## src/rtl/wb_pkg.sv

```systemverilog
// Shared types for the register-file write-port scheduler: widths, FIFO entry layout, grant source.
package wb_pkg;

  localparam int REG_W  = 3;
  localparam int DATA_W = 16;
  localparam int NREGS  = 1 << REG_W;

  typedef struct packed {
    logic              live;
    logic [REG_W-1:0]  dst;
    logic [DATA_W-1:0] data;
  } wb_entry_t;

  typedef enum logic [1:0] {
    GNT_NONE,
    GNT_PIPE,
    GNT_FIFO
  } gnt_src_e;

  function automatic logic [NREGS-1:0] reg_onehot(input logic [REG_W-1:0] r);
    return NREGS'(1) << r;
  endfunction

endpackage

```

## src/rtl/wb_fifo.sv

```systemverilog
// Circular buffer of late load returns; entries can be killed by destination-register match.
module wb_fifo
  import wb_pkg::*;
#(
  parameter int DEPTH = 2
) (
  input  logic                        clk,
  input  logic                        rst,
  input  logic                        i_push,
  input  wb_entry_t                   i_push_entry,
  input  logic                        i_pop,
  input  logic                        i_kill_en,
  input  logic [REG_W-1:0]            i_kill_reg,
  output wb_entry_t                   o_head,
  output logic [$clog2(DEPTH+1)-1:0]  o_count,
  output logic [DEPTH-1:0]            o_live_nxt,
  output logic [DEPTH-1:0][REG_W-1:0] o_reg_nxt
);

  localparam int PTR_W = $clog2(DEPTH);
  localparam int CNT_W = $clog2(DEPTH+1);

  logic [PTR_W-1:0]  r_wr_ptr;
  logic [PTR_W-1:0]  r_rd_ptr;
  logic [CNT_W-1:0]  r_count;
  logic [DEPTH-1:0]  r_live;
  logic [REG_W-1:0]  r_reg  [DEPTH];
  logic [DATA_W-1:0] r_data [DEPTH];

  logic [DEPTH-1:0]            w_live_nxt;
  logic [DEPTH-1:0][REG_W-1:0] w_reg_nxt;

  // A live bit implies occupancy: popped slots are cleared so the live vector alone drives pend_mask.
  always_comb begin
    for (int i = 0; i < DEPTH; i++) begin
      w_live_nxt[i] = r_live[i];
      w_reg_nxt[i]  = r_reg[i];
      if (i_kill_en && (r_reg[i] == i_kill_reg)) w_live_nxt[i] = 1'b0;
      if (i_pop && (r_rd_ptr == PTR_W'(i)))      w_live_nxt[i] = 1'b0;
      if (i_push && (r_wr_ptr == PTR_W'(i))) begin
        w_live_nxt[i] = i_push_entry.live;
        w_reg_nxt[i]  = i_push_entry.dst;
      end
    end
  end

  always_ff @(posedge clk) begin
    if (rst) begin
      r_wr_ptr <= '0;
      r_rd_ptr <= '0;
      r_count  <= '0;
      r_live   <= '0;
    end else begin
      r_live <= w_live_nxt;
      if (i_push) r_wr_ptr <= r_wr_ptr + 1'b1;
      if (i_pop)  r_rd_ptr <= r_rd_ptr + 1'b1;
      case ({i_push, i_pop})
        2'b10:   r_count <= r_count + 1'b1;
        2'b01:   r_count <= r_count - 1'b1;
        default: r_count <= r_count;
      endcase
    end
  end

  always_ff @(posedge clk) begin
    if (i_push) begin
      r_reg[r_wr_ptr]  <= i_push_entry.dst;
      r_data[r_wr_ptr] <= i_push_entry.data;
    end
  end

  assign o_head     = {r_live[r_rd_ptr], r_reg[r_rd_ptr], r_data[r_rd_ptr]};
  assign o_count    = r_count;
  assign o_live_nxt = w_live_nxt;
  assign o_reg_nxt  = w_reg_nxt;

endmodule

```

## src/rtl/wb_port_sched.sv

```systemverilog
// Arbitrates the register-file write port between pipeline writeback and buffered late loads.
// Optional WB_BYPASS_EN: a load arriving with nothing else pending goes straight to the write port.
module wb_port_sched
  import wb_pkg::*;
#(
  parameter int DEPTH    = 2,
  parameter int MAX_WAIT = 4
) (
  input  logic              clk,
  input  logic              rst,
  input  logic              pipe_valid,
  input  logic [REG_W-1:0]  pipe_reg,
  input  logic [DATA_W-1:0] pipe_data,
  output logic              pipe_ack,
  output logic              stall_pipe,
  input  logic              mem_valid,
  input  logic [REG_W-1:0]  mem_reg,
  input  logic [DATA_W-1:0] mem_data,
  output logic              mem_ready,
  output logic [NREGS-1:0]  pend_mask,
  output logic              regwrite,
  output logic [REG_W-1:0]  writereg,
  output logic [DATA_W-1:0] regwritedata
);

  localparam int CNT_W  = $clog2(DEPTH+1);
  localparam int WAIT_W = $clog2(MAX_WAIT+1);

  logic [WAIT_W-1:0] r_wait_cnt;

  wb_entry_t                   w_head;
  logic [CNT_W-1:0]            w_count;
  logic [DEPTH-1:0]            w_live_nxt;
  logic [DEPTH-1:0][REG_W-1:0] w_reg_nxt;
  logic                        w_empty;
  logic                        w_head_live;
  gnt_src_e                    w_gnt;
  logic                        w_pop;
  logic                        w_bypass;
  logic                        w_mem_acc;
  logic                        w_push;
  wb_entry_t                   w_push_entry;
  logic [NREGS-1:0]            w_pend_nxt;
  logic                        w_wr_en;
  logic [REG_W-1:0]            w_wr_reg;
  logic [DATA_W-1:0]           w_wr_data;

  assign w_empty     = (w_count == '0);
  assign w_head_live = !w_empty && w_head.live;
  assign stall_pipe  = (r_wait_cnt == WAIT_W'(MAX_WAIT)) && w_head_live;
  assign mem_ready   = (w_count != CNT_W'(DEPTH));

  always_comb begin
    w_gnt = GNT_NONE;
    if (stall_pipe)      w_gnt = GNT_FIFO;
    else if (pipe_valid) w_gnt = GNT_PIPE;
    else if (!w_empty)   w_gnt = GNT_FIFO;
  end

  assign pipe_ack = (w_gnt == GNT_PIPE);
  assign w_pop    = (w_gnt == GNT_FIFO);

`ifdef WB_BYPASS_EN
  assign w_bypass = w_empty && !pipe_valid && !stall_pipe && mem_valid;
`else
  assign w_bypass = 1'b0;
`endif

  // A load landing alongside a pipe write to the same register is older, so it is buffered dead.
  assign w_mem_acc    = mem_valid && mem_ready;
  assign w_push       = w_mem_acc && !w_bypass;
  assign w_push_entry = {!(pipe_ack && (mem_reg == pipe_reg)), mem_reg, mem_data};

  wb_fifo #(.DEPTH(DEPTH)) u_fifo (
    .clk          (clk),
    .rst          (rst),
    .i_push       (w_push),
    .i_push_entry (w_push_entry),
    .i_pop        (w_pop),
    .i_kill_en    (pipe_ack),
    .i_kill_reg   (pipe_reg),
    .o_head       (w_head),
    .o_count      (w_count),
    .o_live_nxt   (w_live_nxt),
    .o_reg_nxt    (w_reg_nxt)
  );

  always_ff @(posedge clk) begin
    if (rst) begin
      r_wait_cnt <= '0;
    end else if (w_pop || w_empty) begin
      r_wait_cnt <= '0;
    end else if (w_head_live && (r_wait_cnt != WAIT_W'(MAX_WAIT))) begin
      r_wait_cnt <= r_wait_cnt + 1'b1;
    end
  end

  always_comb begin
    w_pend_nxt = '0;
    for (int i = 0; i < DEPTH; i++) begin
      if (w_live_nxt[i]) w_pend_nxt = w_pend_nxt | reg_onehot(w_reg_nxt[i]);
    end
  end

  always_comb begin
    w_wr_en   = 1'b0;
    w_wr_reg  = pipe_reg;
    w_wr_data = pipe_data;
    if (pipe_ack) begin
      w_wr_en = 1'b1;
    end else if (w_pop && w_head.live) begin
      w_wr_en   = 1'b1;
      w_wr_reg  = w_head.dst;
      w_wr_data = w_head.data;
    end else if (w_bypass) begin
      w_wr_en   = 1'b1;
      w_wr_reg  = mem_reg;
      w_wr_data = mem_data;
    end
  end

  // Write-port register stage: one cycle from grant to register-file write.
  always_ff @(posedge clk) begin
    if (rst) begin
      regwrite     <= 1'b0;
      writereg     <= '0;
      regwritedata <= '0;
      pend_mask    <= '0;
    end else begin
      regwrite  <= w_wr_en;
      pend_mask <= w_pend_nxt;
      if (w_wr_en) begin
        writereg     <= w_wr_reg;
        regwritedata <= w_wr_data;
      end
    end
  end

endmodule

```

## config.mk

```make
export PLATFORM = sky130hd
export DESIGN_NAME = wb_port_sched
export DESIGN_NICKNAME = d
export VERILOG_FILES = /design/src/rtl/wb_pkg.sv /design/src/rtl/wb_fifo.sv /design/src/rtl/wb_port_sched.sv
export SDC_FILE = /design/constraint.sdc
export NUM_CORES = 1
export LEC_CHECK = 0
export CORE_ASPECT_RATIO = 0.9
export CORE_MARGIN = 5
export CORE_UTILIZATION = 45
export DETAILED_ROUTE_END_ITERATION = 8
export PLACE_DENSITY = 0.86
export SLEW_MARGIN = 10
export SYNTH_ARGS = -nofsm -noshare
export SYNTH_HDL_FRONTEND = slang
export SYNTH_SLANG_ARGS = --single-unit
export TNS_END_PERCENT = 30
```

## constraint.sdc

```tcl
create_clock -name clk -period 2.2 [get_ports clk]
set_input_delay 0.33 -clock clk [delete_from_list [all_inputs] [get_ports clk]]
set_output_delay 0.33 -clock clk [all_outputs]
set_load 0.03 [all_outputs]
```

* Word-level counts from Yosys, hierarchy flattened
Memory sizes are Yosys's and may differ from the RTL's. A register that Yosys moved wholly into a read port is not among the register bits.
Cells that the tools add are included.
W data, S select, Z words.
** Operators by class
- $add $sub $neg :: 5
- $lt $le $gt $ge :: 1
- Equal/unequal tests :: 10
- Shift-type cells :: 2
- Mux-type cells :: 28
- Bitwise logic cells :: 3
- Reduce and logical (&&, ||, !) cells :: 18
** Operators by type and width (count)
- $mux W16 :: 2
- $mux W1 :: 16
- $mux W8 :: 2
- $shl A1 B3 Y8 const A :: 2
- $logic_and A1 B1 Y1 :: 12
- $mux W3 :: 4
- $eq A3 B3 Y1 :: 3
- $or A8 B8 Y8 :: 1
- $mux W2 :: 3
- $eq A2 B1 Y1 const B :: 2
- $eq A2 B2 Y1 const B :: 2
- $pmux W2 S2 :: 1
- $add A3 B1 Y3 const B :: 1
- $eq A3 B3 Y1 const B :: 1
- $ne A3 B3 Y1 const B :: 1
- $add A1 B1 Y1 const B :: 2
- $add A2 B1 Y2 const B :: 1
- $logic_not A1 Y1 :: 2
- $logic_not A2 Y1 :: 1
- $lt A1 B2 Y1 const B :: 1
- $ne A2 B2 Y1 const B :: 1
- $not A1 Y1 :: 2
- $reduce_bool A2 Y1 :: 1
- $reduce_or A2 Y1 :: 1
- 2 further kinds :: 2
** Word-level totals
- Register bits :: 37
- Memory bits (writable) :: 38
- Bits of input ports :: 42
- Logic and storage cells :: 78
- Memories :: 2
** Memory list
- u_fifo.r_data :: words 2, width 16, rd ports 1, clocked after memory_dff 1, write ports 1, RTL line wb_fifo.sv:28 : logic [DATA_W-1:0] r_data [DEPTH];
- u_fifo.r_reg :: words 2, width 3, rd ports 3, clocked after memory_dff 1, write ports 1, RTL line wb_fifo.sv:27 : logic [REG_W-1:0] r_reg [DEPTH];

* Longest topological paths before layout
Gate-level depths: netlist of the first run.
- Word-level depth :: 13
- Depth in mapped cells :: 10
- Depth with buffers taken out :: 10

* Hierarchy
Synthesis of the first run repeated with hierarchy kept, for this count alone.
** Second synthesis, totals
- Cell total of the unflattened synthesis :: 293
- Area total of the unflattened synthesis :: 3407.0 um^2
** Modules (own cells, without submodules)
- wb_fifo :: times used 1, cells each 110, area each 1876.8 um^2, sequential area each 1281.2 um^2
- wb_port_sched :: times used 1, cells each 183, area each 1530.2 um^2, sequential area each 620.6 um^2

* Least setup slack after synthesis of the first run
OpenSTA, ideal clock, no wires.
- Kind :: flip-flop to flip-flop
- From :: register r_wait_cnt[0]
- To :: register pend_mask[0]
- Setup time :: 0.077 ns
- Data arrival time :: 2.046 ns
- Setup slack :: 0.077 ns
- Cell stages (with the launch flop) :: 11
- Buffers on the path :: 0
- Clock period less this slack :: 2.123 ns
- Cells stage by stage :: dfxtp_1 inv_1 ha_1 o211a_1 nand2_2 o21ai_0 ha_1 nand2b_1 a2111oi_4 a32oi_1 o22ai_1
** Between the ends
- Cells in the longest elaborated chain, start to end :: 11
- Elaborated cells on any way between the ends :: 20
- Classes of those cells :: eq/ne (3); mux (9); bitwise (1); reduce/logical (7)
** Ends and longest elaborated chain
- start, declared :: RTL line wb_port_sched.sv:29 : logic [WAIT_W-1:0] r_wait_cnt;
- start signal, assigned :: RTL line wb_port_sched.sv:94 : r_wait_cnt <= r_wait_cnt + 1'b1;
- $eq A3 B3 Y1 (*) :: RTL line wb_port_sched.sv:50 : assign stall_pipe = (r_wait_cnt == WAIT_W'(MAX_WAIT)) && w_head_live;
- $logic_and A1 B1 Y1 (*) :: RTL line wb_port_sched.sv:50
- $mux W2 (*) :: RTL line wb_port_sched.sv:55 : if (stall_pipe) w_gnt = GNT_FIFO;
- $eq A2 B1 Y1 :: RTL line wb_port_sched.sv:60 : assign pipe_ack = (w_gnt == GNT_PIPE);
- $logic_and A1 B1 Y1 :: RTL line wb_fifo.sv:38 : if (i_kill_en && (r_reg[i] == i_kill_reg)) w_live_nxt[i] = 1'b0;
- $mux W1 :: RTL line wb_fifo.sv:38
- $mux W1 :: RTL line wb_fifo.sv:39 : if (i_pop && (r_rd_ptr == PTR_W'(i))) w_live_nxt[i] = 1'b0;
- $mux W1 :: RTL line wb_fifo.sv:40 : if (i_push && (r_wr_ptr == PTR_W'(i))) begin
- $mux W8 :: RTL line wb_port_sched.sv:101 : if (w_live_nxt[i]) w_pend_nxt = w_pend_nxt | reg_onehot(w_reg_nxt[i]);
- $or A8 B8 Y8 :: RTL line wb_port_sched.sv:101
- $mux W8 (*) :: RTL line wb_port_sched.sv:101
- end signal, assigned :: RTL line wb_port_sched.sv:131 : pend_mask <= w_pend_nxt;
- end, declared :: RTL line wb_port_sched.sv:20 : output logic [NREGS-1:0] pend_mask,
Every way passes the cells marked *; elsewhere a longest branch is shown, timed or not.
A chain may end at the register's enable or synchronous reset.

* Worst setup path in the final report of the first run
- From :: register r_wait_cnt[1]
- To :: register pend_mask[3]
Same word-level chain as after synthesis.

==> results of run 1 <==
## final cells by class
type / count / area share
sequential: 76 / 0.437
multi-input combinational: 150 / 0.278
timing repair buffer: 98 / 0.209
clock buffer: 11 / 0.0301
tap: 93 / 0.0267
inverter: 14 / 0.0126
clock inverter: 5 / 0.00688
## cells in the final DEF (no fill, tap or decap), types with 4 or more instances in the layout
master / instances
nor3_1: 6
xor2_1: 11
inv_1: 13
edfxtp_1: 38
o22ai_1: 8
a32oi_2: 4
mux2_2: 18
dfxtp_1: 35
clkbuf_8: 9
a222oi_1: 19
a31oi_1: 6
buf_4: 27
nor2_1: 24
clkdlybuf4s50_1: 70
nand2_1: 11
## cell usage after synthesis, types with 4 or more instances
cell type	number	share of area
a32oi_1	4	0.011
a31oi_1	6	0.012
nand2_1	11	0.013
clkbuf_1	10	0.012
dfxtp_1	38	0.24
edfxtp_1	38	0.36
a222oi_1	19	0.060
nor3_1	6	0.0095
o21ai_0	4	0.0063
ha_1	5	0.020
nor2_1	24	0.028
o22ai_1	8	0.016
xor2_1	11	0.030
mux2_2	18	0.064
inv_1	13	0.015
## kinds of logic (layout without fill, tap and decap cells)
| family | after synthesis | after routing |
|---|---|---|
| xor gates and xnor gates | 14 | 14 |
| muxes | 20 | 20 |
| and+or+nand+nor | 59 | 59 |
| buffers and inverters | 27 | 128 |
| AOI/OAI and AO/OA | 52 | 52 |
| DFF | 76 | 76 |
| adders and majority gates | 5 | 5 |
## metrics by stage
stage,area (um^2),hold WS [ns]
final,4370,0.469
after global routing,4370,0.516
after floorplan,3170,0.429
after detailed placement,4130,0.465
after CTS,4300,0.472
after global placement,4130,0.452
## layer usage
metal,routed length [um],up-vias,GRT usage
li1,-,1168,-
met1,3080,1199,0.207
met2,3620,141,0.276
met3,735,23,0.0680
met4,196,0,0.0757
met5,0,-,0
## power breakdown
| part | internal, W | switching, W | total (W) | leakage [nW] |
|---|---|---|---|---|
| Combinational | 0.000594 | 0.000660 | 0.00125 | 0.867 |
| Sequential | 0.00169 | 0.0000977 | 0.00179 | 0.669 |
| Clock | 0.000404 | 0.000466 | 0.000870 | 0.0807 |
| Total | 0.00269 | 0.00122 | 0.00391 | 1.62 |
## how the worst max path moves through the flow
stage                                    start                       to  slack, ns  depth (start not counted)
finish              r_wait_cnt[1]$_SDFFE_PP0P_  pend_mask[3]$_SDFF_PP0_       0.07                         10
global route        r_wait_cnt[1]$_SDFFE_PP0P_  pend_mask[5]$_SDFF_PP0_      -0.05                         10
CTS                 r_wait_cnt[0]$_SDFFE_PP0P_  pend_mask[3]$_SDFF_PP0_      -0.01                         11
detailed placement                 pipe_reg[0]  pend_mask[5]$_SDFF_PP0_      -0.08                          6
global placement                    pipe_valid  pend_mask[1]$_SDFF_PP0_     0.0005                          8
floorplan           r_wait_cnt[0]$_SDFFE_PP0P_  pend_mask[0]$_SDFF_PP0_       0.08                         10
## repair_timing
item,4_1_cts,5_1_grt
setup buffers,0,2
hold buffers,0,0
pin swaps,0,9
gates resized for setup,2,13
endpoints found under the setup margin,6,27
## tightest hold or removal path: stages, from the launching register on
cell	delay (ns)
dfxtp_1	0.32
nand2_1	0.05
a21oi_1	0.05
==> impl_metrics.toml, run 1 <==
[run_status]
status = "finished, final reports clean"

[setup_path]
worstSetupEndpointType = "flop"
path_cells = "inv_1 -> ha_2 -> o211a_1 -> nand2_2 -> buf_4 -> nand2_4 -> inv_4 -> a21oi_1 -> a32oi_2 -> o22ai_1"
cp_max_fo = 13
r2r_end = "pend_mask[3]$_SDFF_PP0_"
rrSetupSlack_ns = 0.07
cpMaxStageDelayCell = "a21oi_1"
worst_path_dominant_cell_family = "compound AO/OA/AOI/OAI gates"
required_ns = 2.46
cp-start-kind = "flop"
crit_arrival_ns = 2.39
cp_slowest_stage_delay_ns = 0.48
r2r_start = "r_wait_cnt[1]$_SDFFE_PP0P_"
crit_type = "reg2reg"
rr_worst_depth = 10
path_buf_inv = 3

[yosys]
synth_area_um2 = 3170
syn_area_per_cell_um2 = 12.5
synthMuxAreaShare = 0.0719
ys_ff_latch = 76
yosys.area_share.simple = 0.0904
synth-xor-area-share = 0.0387
synth_nets = 300
synth_top_family_by_area = "compound AO/OA/AOI/OAI gates"
synth_edf_count = 38
syn_inst = 253
synth-seq-area-share = 0.600
ys_types = 38
yosysWarnings = 0
synthArstFlopShare = 0
ys.flop_type = "edfxtp_1"
synthAdderAreaFrac = 0.0197
synth-compound-area-share = 0.144

[power]
p_leak_nw = 1.62
ir_drop_mv = 0.496
powerDensity_nw_per_um2 = 897
power.total_w = 0.00391

[clock_tree]
clkTransAtPathRegs_ns = 0.07
clk_latency_ns = 0.34
cts_tree = "built"
h-tree-depth = 3
ctsRootBufferMaster = "clkbuf_8"
cts.sink_count = 76
cts_max_path_buffers = 2
cts_made_buffers = 9

[timing]
fin_crit_ns = 2.13
maxSlewViolCount = 0
setup_viol = 0
skew_ns = 0.00552
max_freq_ghz = 0.470
setup_ws_ns = 0.0734
tns_ns = 0
hold_violations = 0
slew_headroom = 0.617
worst_slew_pin_slew_ns = 0.575
period_share = 0.967

[grt]
grt_antenna_before_repair = 0
track_usage = 0.171
grt_max_degree = 31
grt_first_pass_wirelength_um = 11600
grt-ovfl-total = 0
grt_pass1_vias = 2380

[drt]
vias_per_cell = 5.66
wirelength_um = 7630
drtPass1Iterations = 6
drt-wirelength-per-cell_um = 17.1
drc = 0
vias = 2531
drtAntennaViolNets = 0
drtIter0Drc = 261

[placement]
post-dp-hpwl_um = 5340
numPortBuffers = 72
dp.cells = 429
post-place-ws_ns = -0.0787
place_congestion = 0.929

[finish]
antenna_cells = 0
finish.utilization = 0.627
biggestRegsByFlops = "u_fifo.r_data x32, regwritedata x16, pend_mask x8"
regArea_um2 = 1910
multi_input_area_um2 = 1210
area_growth_syn_to_layout_pct = 37.7
largest_register_ffs = 32
instances_no_fill = 447
nNetsFinal = 396
top_register = "u_fifo.r_data"
drive_gt1_frac = 0.220
fill_cells = 544

[worst_hold_path]
hold_end = "u_fifo.r_wr_ptr$_SDFFE_PP0N_"
worstHoldPathType = "reg2reg"
whs_path_depth = 2
min_from = "u_fifo.r_wr_ptr$_SDFFE_PP0N_"

[run]
cap_violations = 0

[floorplan]
rows = 29
initial_core_util = 0.455
ioPinCount = 73
core_area_um2 = 6970
die_x_um = 98.5
fp.dieArea_um2 = 8820
chipHeight_um = 89.6
No activity file was read; power rests on OpenSTA's default activity.
==> run 2: changes to the inputs <==
- CORE_MARGIN: 5 -> not set
==> run 2 against run 1 <==
Net effect: global-route usage increased by 3.3 points; sequential power barely moved; worst setup slack got worse by 0.028 ns; final area shrank 0.29%; die area decreased by 16%; non-clock buffer count down 4; cell count fell by 1.6%; critical path depth decreased by 1; total power rose by 3.5%; critical path type is now reg2out.
==> impl_metrics.toml, run 2 (synthesis gave the netlist of run 1 again) <==
[run_status]
status = "finished, final reports clean"

[clock_tree]
h-tree-depth = 3
post_cts_buffers = 0
cts_max_path_buffers = 2
postCtsHoldBufs = 0
cts_tree = "built"
ctsRootBufferMaster = "clkbuf_8"
cts_made_buffers = 9
cts.sink_count = 76
clkTransAtPathRegs_ns = 0.08
clk_latency_ns = 0.34

[drt]
vias_per_cell = 5.59
drt-wirelength-per-cell_um = 16.7
vias = 2461
drtIter0Drc = 276
drtPass1Iterations = 8
wirelength_um = 7360
drtAntennaViolNets = 0
drc = 0

[floorplan]
core_area_um2 = 6690
die_x_um = 90.5
ioPinCount = 73
rows = 28
initial_core_util = 0.474
chipHeight_um = 81.6
fp.dieArea_um2 = 7380

[finish]
drive_gt1_frac = 0.197
final_common_cell = "clkdlybuf4s50_1"
biggestRegsByFlops = "u_fifo.r_data x32, regwritedata x16, pend_mask x8"
layout_common_cells = "clkdlybuf4s50_1 (70), dfxtp_1 (38), edfxtp_1 (38)"
finish.utilization = 0.651
fin_area_um2 = 4350
area_growth_syn_to_layout_pct = 37.3
top_register = "u_fifo.r_data"
antenna_cells = 0
nNetsFinal = 392
largest_register_ffs = 32

[power]
p_leak_nw = 1.61
powerDensity_nw_per_um2 = 931
power.total_w = 0.00405
ir_drop_mv = 0.638

[placement]
post-dp-hpwl_um = 5100
place_congestion = 0.919
placed_area_um2 = 4110
numPortBuffers = 72

[setup_path]
r2r_end = "pend_mask[2]$_SDFF_PP0_"
cp-start-kind = "flop"
crit_start = "r_wait_cnt[1]$_SDFFE_PP0P_"
rrSetupSlack_ns = 0.07
endpoint = "pipe_ack"
rr_worst_depth = 10
crit_arrival_ns = 1.82
crit_type = "reg2out"
cp_max_fo = 15
worstSetupEndpointType = "primary output"
required_ns = 1.87
r2r_start = "r_wait_cnt[1]$_SDFFE_PP0P_"

[grt]
grt_pass1_vias = 2315
track_usage = 0.204
grt-ovfl-total = 0
grt_first_pass_wirelength_um = 11500
grt_max_degree = 21
grt_antenna_before_repair = 0

[timing]
rsz0062_at_grt = "yes"
setup_viol = 0
slew_headroom = 0.653
max_freq_ghz = 0.464
fin_crit_ns = 2.15
skew_ns = 0.0101
hold_violations = 0
maxSlewViolCount = 0
period_share = 0.979
worst_slew_pin_slew_ns = 0.520

[worst_hold_path]
worstHoldPathType = "reg2reg"

[run]
cap_violations = 0
## run 2: worst max-delay path, stage by stage, from the launching register on
cell and delay (ns):
dfxtp_1 0.38, inv_1 0.06, ha_1 0.19, o211a_1 0.13
nand2_2 0.07, buf_4 0.11, nand2_4 0.08, inv_8 0.13
buf_8 0.16, buf_4 0.17
## run 2: layer usage
| layer | global-route usage | share of wire | up-vias |
|---|---|---|---|
| met5 | 0 | 0 | - |
| met4 | 0.0677 | 0.013 | 0 |
| met3 | 0.0602 | 0.072 | 11 |
| met2 | 0.348 | 0.50 | 109 |
| met1 | 0.253 | 0.41 | 1189 |
| li1 | - | - | 1152 |
## run 2: cell type report
class	instances	area, um^2
clock inverters	7	72.6
inverters	14	60.1
clock buffers	9	124
multi-input cells	150	1190
fillers	504	2340
repair buffers	94	890
flip-flops and latches	76	1900
well taps	90	113
## run 2: metrics by stage
step	setup TNS, ns	setup WS [ns]	hold slack [ns]	cells
floorplan	0	0.0770	0.429	253
finish	0	0.0453	0.474	440
CTS	-0.0301	-0.0114	0.475	440
global placement	-0.789	-0.110	0.453	424
detailed placement	-1.76	-0.219	0.461	424
global route	-0.275	-0.0563	0.499	440
## run 2: what timing repair did
| action | in CTS | in global routing |
|---|---|---|
| endpoints found under the setup margin | 11 | 28 |
| cloned | 0 | 0 |
| pin swaps | 0 | 2 |
| gates resized for setup | 6 | 5 |
## run 2: where the power goes
group	switching (W)	leakage [nW]	internal [W]	total (W)
Combinational	0.000646	0.850	0.000563	0.00121
Sequential	0.0000972	0.667	0.00169	0.00179
Clock	0.000528	0.0960	0.000528	0.00106
Total	0.00127	1.61	0.00278	0.00405
## run 2: worst min-delay path by stage
stage,endpoint,cells after the start,startpoint
2_1_floorplan,u_fifo.r_data[0][0]$_DFFE_PP_,0,mem_data[0]
4_1_cts,u_fifo.r_wr_ptr$_SDFFE_PP0N_,2,u_fifo.r_wr_ptr$_SDFFE_PP0N_
6_report,u_fifo.r_wr_ptr$_SDFFE_PP0N_,2,u_fifo.r_wr_ptr$_SDFFE_PP0N_
5_1_grt,u_fifo.r_wr_ptr$_SDFFE_PP0N_,2,u_fifo.r_wr_ptr$_SDFFE_PP0N_
3_3_place_gp,u_fifo.r_wr_ptr$_SDFFE_PP0N_,2,u_fifo.r_wr_ptr$_SDFFE_PP0N_
3_5_place_dp,u_fifo.r_wr_ptr$_SDFFE_PP0N_,2,u_fifo.r_wr_ptr$_SDFFE_PP0N_
